`config.mk`:
```
export PLATFORM = sky130hd
export DESIGN_NAME = nibble_serial_adder
export DESIGN_NICKNAME = d
export VERILOG_FILES = /design/src/rtl/nibble_serial_adder.sv
export SDC_FILE = /design/constraint.sdc
export NUM_CORES = 1
export LEC_CHECK = 0
export BUFFER_PORTS_ARGS = -buffer_cell sky130_fd_sc_hd__buf_2
export CAP_MARGIN = 20
export CORE_MARGIN = 5
export CORE_UTILIZATION = 48
export CTS_BUF_LIST = sky130_fd_sc_hd__clkbuf_4 sky130_fd_sc_hd__clkbuf_8 sky130_fd_sc_hd__clkbuf_16
export DETAILED_ROUTE_END_ITERATION = 10
export GPL_ROUTABILITY_DRIVEN = 0
export PLACE_DENSITY = 0.75
export SYNTH_ARGS = -nofsm -noshare
export SYNTH_HDL_FRONTEND = slang
export SYNTH_SLANG_ARGS = --single-unit
```
`constraint.sdc`:
```
create_clock -name clk -period 2.9 [get_ports clk]
set_input_delay 0.87 -clock clk [delete_from_list [all_inputs] [get_ports clk]]
set_output_delay 0.87 -clock clk [all_outputs]
set_load 0.02 [all_outputs]
```
`src/rtl/nibble_serial_adder.sv`:
```
// Nibble-serial adder: adds two W-bit operands plus carry-in, one 4-bit
// carry-lookahead slice per cycle, with valid/ready handshakes on both sides.
module nibble_serial_adder #(
  parameter int unsigned N_NIB = 4
) (
  input  logic                 clk,
  input  logic                 rst,
  input  logic                 in_valid,
  output logic                 in_ready,
  input  logic [4*N_NIB-1:0]   a,
  input  logic [4*N_NIB-1:0]   b,
  input  logic                 ci,
  output logic                 out_valid,
  input  logic                 out_ready,
  output logic [4*N_NIB:0]     sum,
  output logic                 ovf
);

  localparam int unsigned W  = 4 * N_NIB;
  localparam int unsigned KW = (N_NIB > 1) ? $clog2(N_NIB) : 1;
  localparam logic [KW-1:0] KLast = KW'(N_NIB - 1);

  typedef enum logic [1:0] {
    StIdle,
    StRun,
    StDone
  } state_e;

  state_e          state_q, state_d;
  logic [W-1:0]    a_q, a_d;
  logic [W-1:0]    b_q, b_d;
  logic [KW-1:0]   k_q, k_d;
  logic            carry_q, carry_d;
  logic [W:0]      sum_q, sum_d;
  logic            ovf_q, ovf_d;

  logic [3:0]      nib_a, nib_b, nib_g, nib_p, nib_s;
  logic [4:0]      c;

  // Select nibble k of the captured operands and add it with 4-bit lookahead carries.
  always_comb begin
    nib_a = '0;
    nib_b = '0;
    for (int i = 0; i < N_NIB; i++) begin
      if (k_q == KW'(i)) begin
        nib_a = a_q[4*i +: 4];
        nib_b = b_q[4*i +: 4];
      end
    end
    nib_g = nib_a & nib_b;
    nib_p = nib_a ^ nib_b;
    c[0]  = carry_q;
    c[1]  = nib_g[0] | (nib_p[0] & c[0]);
    c[2]  = nib_g[1] | (nib_p[1] & nib_g[0]) | (nib_p[1] & nib_p[0] & c[0]);
    c[3]  = nib_g[2] | (nib_p[2] & nib_g[1]) | (nib_p[2] & nib_p[1] & nib_g[0])
          | (nib_p[2] & nib_p[1] & nib_p[0] & c[0]);
    c[4]  = nib_g[3] | (nib_p[3] & nib_g[2]) | (nib_p[3] & nib_p[2] & nib_g[1])
          | (nib_p[3] & nib_p[2] & nib_p[1] & nib_g[0])
          | (nib_p[3] & nib_p[2] & nib_p[1] & nib_p[0] & c[0]);
    nib_s = nib_p ^ c[3:0];
  end

  // Next-state logic and handshake outputs.
  always_comb begin
    state_d   = state_q;
    a_d       = a_q;
    b_d       = b_q;
    k_d       = k_q;
    carry_d   = carry_q;
    sum_d     = sum_q;
    ovf_d     = ovf_q;
    in_ready  = 1'b0;
    out_valid = 1'b0;
    unique case (state_q)
      StIdle: begin
        in_ready = 1'b1;
        if (in_valid) begin
          a_d     = a;
          b_d     = b;
          carry_d = ci;
          k_d     = '0;
          state_d = StRun;
        end
      end
      StRun: begin
        for (int i = 0; i < N_NIB; i++) begin
          if (k_q == KW'(i)) begin
            sum_d[4*i +: 4] = nib_s;
          end
        end
        carry_d = c[4];
        k_d     = k_q + 1'b1;
        if (k_q == KLast) begin
          sum_d[W] = c[4];
          // Signed overflow: carry into the sign bit differs from carry out of it.
          ovf_d    = c[3] ^ c[4];
          k_d      = '0;
          state_d  = StDone;
        end
      end
      StDone: begin
        out_valid = 1'b1;
        if (out_ready) begin
          state_d = StIdle;
        end
      end
      default: begin
        state_d = StIdle;
      end
    endcase
  end

  // State registers with synchronous reset.
  always_ff @(posedge clk) begin
    if (rst) begin
      state_q <= StIdle;
      a_q     <= '0;
      b_q     <= '0;
      k_q     <= '0;
      carry_q <= 1'b0;
      sum_q   <= '0;
      ovf_q   <= 1'b0;
    end else begin
      state_q <= state_d;
      a_q     <= a_d;
      b_q     <= b_d;
      k_q     <= k_d;
      carry_q <= carry_d;
      sum_q   <= sum_d;
      ovf_q   <= ovf_d;
    end
  end

  assign sum = sum_q;
  assign ovf = ovf_q;

endmodule

```
* Yosys cells after proc, flatten, opt, wreduce, memory -nomap -nowiden *
Index checks and enable logic that the tools add are counted.

storage, ports and cells
  output and inout port bits = 20
  word-level logic and storage cells = 78
  register bits after elaboration = 55
  input port bits = 37

operators by class
  add/sub/neg operators = 1
  bitwise logic cells = 30
  muxes and demuxes = 19
  reduce and logical (&&, ||, !) cells = 10
  equality and inequality tests = 8

operators with widths
  cell                                                  number
  2-to-1 mux 4 bit                                      8
  bitwise AND 1 bit                                     16
  AND reduction 2 bit                                   6
  2-to-1 mux 2 bit                                      5
  bitwise OR 1 bit                                      10
  bitwise XOR 4 bit                                     2
  equality test 2 bit (second input constant)           3
  inequality test 2 bit (second input constant)         3
  one-hot mux 2 bit (3 select lines)                    1
  bitwise AND 4 bit                                     1
  equality test 2 x 1 -> 1 bit (second input constant)  2
  zero test 2 bit                                       2
  one-hot mux 2 bit (2 select lines)                    1
  2-to-1 mux 1 bit                                      3
  AND reduction 3 bit                                   1
  adder 2 x 1 -> 2 bit (second input constant)          1
  one-hot mux 1 bit (2 select lines)                    1
  nonzero test 2 bit                                    1
  bitwise XOR 1 bit                                     1

* Logic depth before layout (Yosys ltp) *
Gate-level depths: netlist of run 1.

  depth after elaboration = 12
  gate-level depth with buffers = 12
  gate-level depth less buffers = 11

* Worst setup path before layout of run 1 *
Ideal clock, no wire load.

  kind = register to register
  start = register k_q[0]
  end = register sum_q[15], in the netlist sum[15]
  stages on the path, launching flop included = 12
  arrival time = 2.658 ns
  period minus slack after synthesis = 2.780 ns
  required time = 2.778 ns
  path slack = 0.120 ns
  path through = dfxtp_1 > inv_1 > ha_1 > clkbuf_1 > clkbuf_1 > a21oi_1 > o21ai_0 > ha_1 > a211o_1 > a21oi_4 > nor4_1 > a311o_1

between the ends
  longest elaborated chain between the ends = 11

ends and longest elaborated chain
  item                                                    line    source
  from (decl)                                             32      logic [KW-1:0] k_q, k_d;
  from (signal assigned)                                  127     k_q <= k_d;
  zero test 2 bit                                         45      if (k_q == KW'(i)) begin
  2-to-1 mux 4 bit (4 in a row)                           45
  bitwise XOR 4 bit or bitwise AND 4 bit (tied branches)  51, 50
  bitwise AND 1 bit (on tied branches)                    55, 56
  bitwise OR 1 bit, or another cell as far along          55      c[3] = nib_g[2] | (nib_p[2] & nib_g[1]) | (nib_p[2] & nib_p[1] & nib_g[0])
  bitwise OR 1 bit or bitwise AND 1 bit (tied branches)   55, 56
  bitwise OR 1 bit                                        56      | (nib_p[2] & nib_p[1] & nib_p[0] & c[0]);
  bitwise XOR 4 bit                                       60      nib_s = nib_p ^ c[3:0];
  to (signal assigned)                                    129     sum_q <= sum_d;
  to (decl)                                               34      logic [W:0] sum_q, sum_d;

Parallel ways exist; a longest one is shown, timed or not.
A chain may end at the register's enable or synchronous reset.

* Worst setup path in the final report of run 1 *
  start = register k_q[0]
  end = register sum_q[14], in the netlist sum[14]

between the ends
  longest elaborated chain between the ends = 10

ends and longest elaborated chain
  item                                                    line    source
  zero test 2 bit                                         45
  2-to-1 mux 4 bit (4 in a row)                           45
  bitwise XOR 4 bit or bitwise AND 4 bit (tied branches)  51, 50
  bitwise AND 1 bit                                       54      c[2] = nib_g[1] | (nib_p[1] & nib_g[0]) | (nib_p[1] & nib_p[0] & c[0]);
  bitwise OR 1 bit or bitwise AND 1 bit (tied branches)   54
  bitwise OR 1 bit                                        54
  bitwise XOR 4 bit                                       60

Parallel ways exist; a longest one is shown, timed or not.

==> results of run 1 <==
-- area by class of cell --
cell class | instances | area [um2] | share of cell area, %
multi-input cells | 243 | 1314 | 43.88
inverters | 4 | 15.01 | 0.5015
clock inverters | 3 | 43.79 | 1.463
well taps | 70 | 87.58 | 2.925
clock buffers | 5 | 68.82 | 2.298
flip-flops and latches | 55 | 1102 | 36.82
repair buffers | 67 | 362.8 | 12.12
-- cells by family (layout without fill, tap and decap cells) --
family / after synthesis / in the layout / share of synthesized area [%]
buf+inv: 25 / 79 / 4.287
simple gates: 141 / 141 / 25.67
fa+ha+maj: 9 / 9 / 4.786
mux: 1 / 1 / 0.3988
xor+xnor: 1 / 1 / 0.3490
compound gates: 90 / 91 / 20.64
flops: 55 / 55 / 43.87
-- worst paths after layout --
check | to | cells past startpoint | slack [ps]
max | sum[14]$_SDFFE_PP0P_ | 12 | 180
min | sum[6]$_SDFFE_PP0P_ | 2 | 460
max reg2reg | sum[14]$_SDFFE_PP0P_ | 12 | 180
min reg2reg | sum[6]$_SDFFE_PP0P_ | 2 | 460
-- per-layer routing --
layer	global-route usage (%)	part of all wire [%]	up-vias	wire, um
li1	-	-	1199	-
met1	23.14	46	1028	2651
met2	27.32	46	65	2613
met3	3.796	6.9	6	394
met4	5.316	1.0	0	57
met5	0	0	-	0
-- repair_timing --
item | in CTS | in global routing
resized for setup | 0 | 5
setup endpoints to repair | 0 | 9
hold buffers | 0 | 0
-- placed cells by master, fill, tap and decap left out, types with 2 or more instances in the layout --
master	count
a211oi_1	7
a21o_1	2
a21oi_1	62
a22oi_1	2
a311o_1	4
and2_1	3
and2_4	3
buf_2	56
buf_4	11
clkbuf_8	5
dfxtp_1	54
ha_1	7
inv_1	4
nand2_1	95
nand3b_1	8
nor2_1	12
nor3b_1	4
nor4_1	4
o21ai_0	7
o21ai_1	2
or3_1	5
-- critical path: cells and delay by family (launching register included) --
kind	cells	cell delay [ps]
AOI/OAI and AO/OA	5	800
adders and majority gates	2	530
buffers and inverters	2	280
DFF	1	410
and+or+nand+nor	3	640
-- through the flow --
step	setup TNS (ps)	cell area (um2)	worst slack (ps)
detailed placement	0	2868	93.98
floorplan	0	2510	120.2
CTS	0	2980	56.38
finish	0	2994	180.2
global route	-5.911	2994	-5.911
global placement	0	2868	203.2
-- flip-flops by register name, indices dropped and copies added, names as in the netlist --
register / flops
sum: 17
b_q: 16
state_q: 2
carry_q: 1
ovf: 1
a_q: 16
k_q: 2
-- power by group through the flow --
stage	combinational (W)	sequential, W	clock [W]
2_1_floorplan	0.000143	0.000831	0
3_3_place_gp	0.000213	0.000830	0
3_5_place_dp	0.000218	0.000830	0
4_1_cts	0.000220	0.000813	0.000512
5_1_grt	0.000250	0.000817	0.000540
6_report	0.000220	0.000812	0.000505
==> metrics.txt, run 1 <==
synth warn=0; Post-Syn Area per Cell=7.795 um2; placeable core region=5107 um2; All-Layer GR Usage=17.17%; Synth cell types=35; Final Max Slew Viols=0; DRC errors left=0; first-pass GRT wire length=9108 um; Cell Chain, Critical Path=inv_1, ha_1, buf_4, nand3b_1, a21oi_1, a21oi_1, o21ai_0, ha_1, a211o_1, and2_1, or3_1, a21oi_1; Maximum Capacitance Violations=0; Die Y=82.31 um; ys async rst share=0%; hold_ws=455.9 ps; dpl cells=438; CTS Buffer Depth=2; Reg power frac=52.8%; FP Rows=26; Post-CTS Setup Inserts=0; critical path type=reg -> reg; Worst Clk Skew=8.324 ps; Final Hold Fails=0; final WL=5717 um; Synth Instances=322; total grt overflow=0; switching share of total power=25.97%; HP Start=sum[6]$_SDFFE_PP0P_; outcome=finished, final reports clean; Critical Path Slowest Stage Cell=dfxtp_1; crit path DAT=2960 ps; # port buffers=56; Logic pwr share=14.3%; die width=82.31 um; crit path launch=k_q[0]$_SDFFE_PP0P_; Pleak=1.241 nW; vias=2298; TritonCTS clock tree=yes; FMAX=367.7 MHz; most frequent cells after synthesis=nand2_1, a21oi_1, dfxtp_1; post-layout util=58.62%; Filler cells=497; Ports=57; sequential-to-total area share from yosys stat=43.87%; vias in the first global route=1980; Max H-tree Level=2; Psw=0.0003994 W; Tmin final=2720 ps; Most used DFF post-synth=dfxtp_1; Synthesized Nets=368; area grow syn2layout=19.29%; non-filler instance count after layout=447; average wire per standard cell=12.79 um; Synth area leaders=dfxtp_1, nand2_1, a21oi_1; Worst-Margin Slew=491.4 ps; Critical Path End Type=register; Nets=422; Tot Pwr=0.001538 W; die area=6775 um2; part of the cycle the worst path needs=93.79%; largest net degree at the start of global routing=33; Seq cells post-synth=55; Reg-to-Reg Start=k_q[0]$_SDFFE_PP0P_; Hold Path Class=reg -> reg; Post-synth EDFFs=0; Antenna Cells=0; CTS Buf Count=5; Pint=0.001139 W; detailed placement HPWL=4141 um; clk sink count=55; DR vias/cell=5.141; clock transition at the registers of the reported paths=100 ps; Worst-Skew Late Latency=310 ps; antenna-violating nets left=0; crit path launch type=register; setup violators final=0; Starting DRT DRC Count=98; clock share of power=32.8%; most common cell in the netlist=nand2_1; CP max stage delay=410 ps; Worst VDD drop=0.2662 mV; Pwr Density=513.7 nW/um2; initial antenna violation count=0; slew margin rel.=67.09%; Initial Util=49.14%; maximum fanout along the worst path=6; Root Driver=clkbuf_8; layout cell share with drive strength beyond 1=22.81%; area share of the largest cell type after synthesis=43.87%; Mapped Area=2510 um2; number of iterations in the first detailed-routing pass=4; required time worst endpoint=3140 ps; most used cell, CP=a21oi_1; leading area contributor after synthesis=dfxtp_1
No activity file was read; power rests on OpenSTA's default activity.
==> run 2, diff against run 1 <==
- CORE_UTILIZATION: 48 -> 45
- PLACE_DENSITY: 0.75 -> unset
- PLACE_DENSITY_LB_ADDON: unset -> 0.1
==> metrics.txt, run 2 (same netlist as run 1, synthesis figures left out) <==
Worst-Margin Slew=542.4 ps (+50.91 ps); Reg area=1102 um2 (unchanged); crit path launch type=register; GR Util met3=3.533% (-0.26 points); vias in the first global route=2115 (+6.8%); antenna-violating nets left=0 (unchanged); setup violators final=0 (unchanged); Nets=423 (+0.24%); required time worst endpoint=3120 ps (-20 ps); critical path type=reg -> reg; CTS Hold Bufs=0 (unchanged); Critical Path End Type=register; CTS Buffer Depth=2 (unchanged); Final Max Slew Viols=0 (unchanged); maximum fanout along the worst path=10 (+4); layout cell share with drive strength beyond 1=23.28% (+0.47 points); placeable core region=5473 um2 (+7.2%); Final Cell Area=3030 um2 (+1.2%); commonest non-fill, non-tap cell in the layout=nand2_1; Antenna Cells=0 (unchanged); worst hold stages=2 (unchanged); Initial Util=45.86% (-3.3 points); clock transition at the registers of the reported paths=90 ps (about the same); final WL=5894 um (+3.1%); Worst VDD drop=0.3290 mV (+24%); Tot Pwr=0.001631 W (+6.0%); Final Hold Fails=0 (unchanged); clk sink count=55 (unchanged); DRC errors left=0 (unchanged); first-pass GRT wire length=9825 um (+7.9%); DR vias/cell=5.098 (-0.84%); M1 GR Usage=22.20% (-0.95 points); vias=2294 (-0.17%); Worst Clk Skew=6.701 ps (-1.623 ps); TritonCTS clock tree=yes; total grt overflow=0 (unchanged); Filler cells=569 (+14%); area grow syn2layout=20.74%; # port buffers=56 (unchanged); Hold Path Class=reg -> reg; Worst-Skew Late Latency=310 ps (about the same); R2R cell count=13 (+1); placed cell areas=2855 um2 (-0.44%); GRT busiest layer=met2; largest net degree at the start of global routing=33 (unchanged); slew margin rel.=63.68% (-3.4 points); FP Rows=27 (+3.8%); Pwr Density=538.2 nW/um2 (+4.8%); max reg flops=17 (unchanged); Maximum Capacitance Violations=0 (unchanged); CTS Buf Count=5 (unchanged); die width=84.69 um (+2.9%); initial antenna violation count=0 (unchanged); Multi-input gate area=1311 um2 (-0.19%); Ports=57 (unchanged); Starting DRT DRC Count=96 (-2.0%); FMAX=370.0 MHz (+0.64%); Tmin final=2702 ps (-17.42 ps); All-Layer GR Usage=16.56% (-0.61 points); Max H-tree Level=2 (unchanged); Root Driver=clkbuf_8; die area=7172 um2 (+5.9%); average wire per standard cell=13.10 um (+2.4%); crit path DAT=2930 ps (-30 ps); number of iterations in the first detailed-routing pass=4 (unchanged); GR Util met2=26.69% (-0.63 points); outcome=finished, final reports clean; Pleak=1.258 nW (+1.4%); RSZ-0062 raised after global routing=yes; detailed placement HPWL=4240 um (+2.4%); most frequent cells in the layout=nand2_1, a21oi_1, buf_2, dfxtp_1; part of the cycle the worst path needs=93.19% (-0.60 points); Die Y=84.69 um (+2.9%)
[run 2: changes by cell type in the layout (fill, tap and decap cells not counted)]
cell	before	now
a21oi_2	1	0
buf_4	11	12
bufinv_16	1	2
clkbuf_2	0	1
clkbuf_4	0	1
clkinv_2	1	0
clkinv_4	1	0
o21a_1	0	1
o21a_2	1	0
o21ai_1	2	0
o21ai_2	0	2
[run 2: area by class of cell]
type                            instances  share of cell area, %
Tap cell                               72                  2.973
Multi-Input combinational cell        242                  43.27
Clock buffer                            6                  2.519
Timing Repair Buffer                   69                  12.39
Inverter                                4                 0.4955
Sequential cell                        55                  36.37
Clock inverter                          2                  1.982
[run 2: where the power goes]
part / internal [W] / switching, W / leakage [nW] / total (W)
sequential: 0.000790 / 0.0000217 / 0.449 / 0.000812
clock: 0.000354 / 0.000242 / 0.0688 / 0.000597
combinational: 0.0000908 / 0.000131 / 0.740 / 0.000222
total: 0.00124 / 0.000395 / 1.26 / 0.00163
[run 2: path summary, 6_finish.rpt]
| check | startpoint | to | slack [ps] |
|---|---|---|---|
| hold / removal | sum[8]$_SDFFE_PP0P_ | sum[8]$_SDFFE_PP0P_ | 460 |
| setup reg to reg | k_q[1]$_SDFFE_PP0P_ | ovf$_SDFFE_PP0P_ | 200 |
| hold reg to reg | sum[8]$_SDFFE_PP0P_ | sum[8]$_SDFFE_PP0P_ | 460 |
| setup / recovery | k_q[1]$_SDFFE_PP0P_ | ovf$_SDFFE_PP0P_ | 200 |
[run 2: worst max-delay path, stage by stage (launching register included)]
cell and delay [ps]:
dfxtp_1 350, inv_1 90, ha_2 270, buf_4 160, nand3b_1 100, a21oi_1 70, a21oi_1 160, o21ai_0 110
ha_1 360, o21a_1 210, a21oi_4 100, clkbuf_2 150, or3_1 310, a211oi_1 190
[run 2: metrics by stage]
| step | util, % | worst slack (ps) | instances | setup TNS, ps | hold WS [ps] |
|---|---|---|---|---|---|
| floorplan | - | 120.2 | 322 | 0 | 436.4 |
| global placement | 52.17 | 107.4 | 438 | 0 | 440.6 |
| detailed placement | 52.17 | 56.86 | 438 | 0 | 445.5 |
| CTS | 54.66 | 21.97 | 446 | 0 | 458.3 |
| global route | 55.37 | -8.776 | 450 | -8.776 | 478.7 |
| finish | 55.37 | 197.6 | 450 | 0 | 455.2 |
[run 2: timing repair]
action / in CTS / in global routing
endpoints found under the setup margin: 0 / 11
buffers inserted: 0 / 4
gates resized for setup: 0 / 6
[run 2: routing by layer]
layer	wire length (um)	vias up
met4	104	0
met1	2720	1031
met2	2768	49
met3	299	10
met5	0	-
li1	-	1204
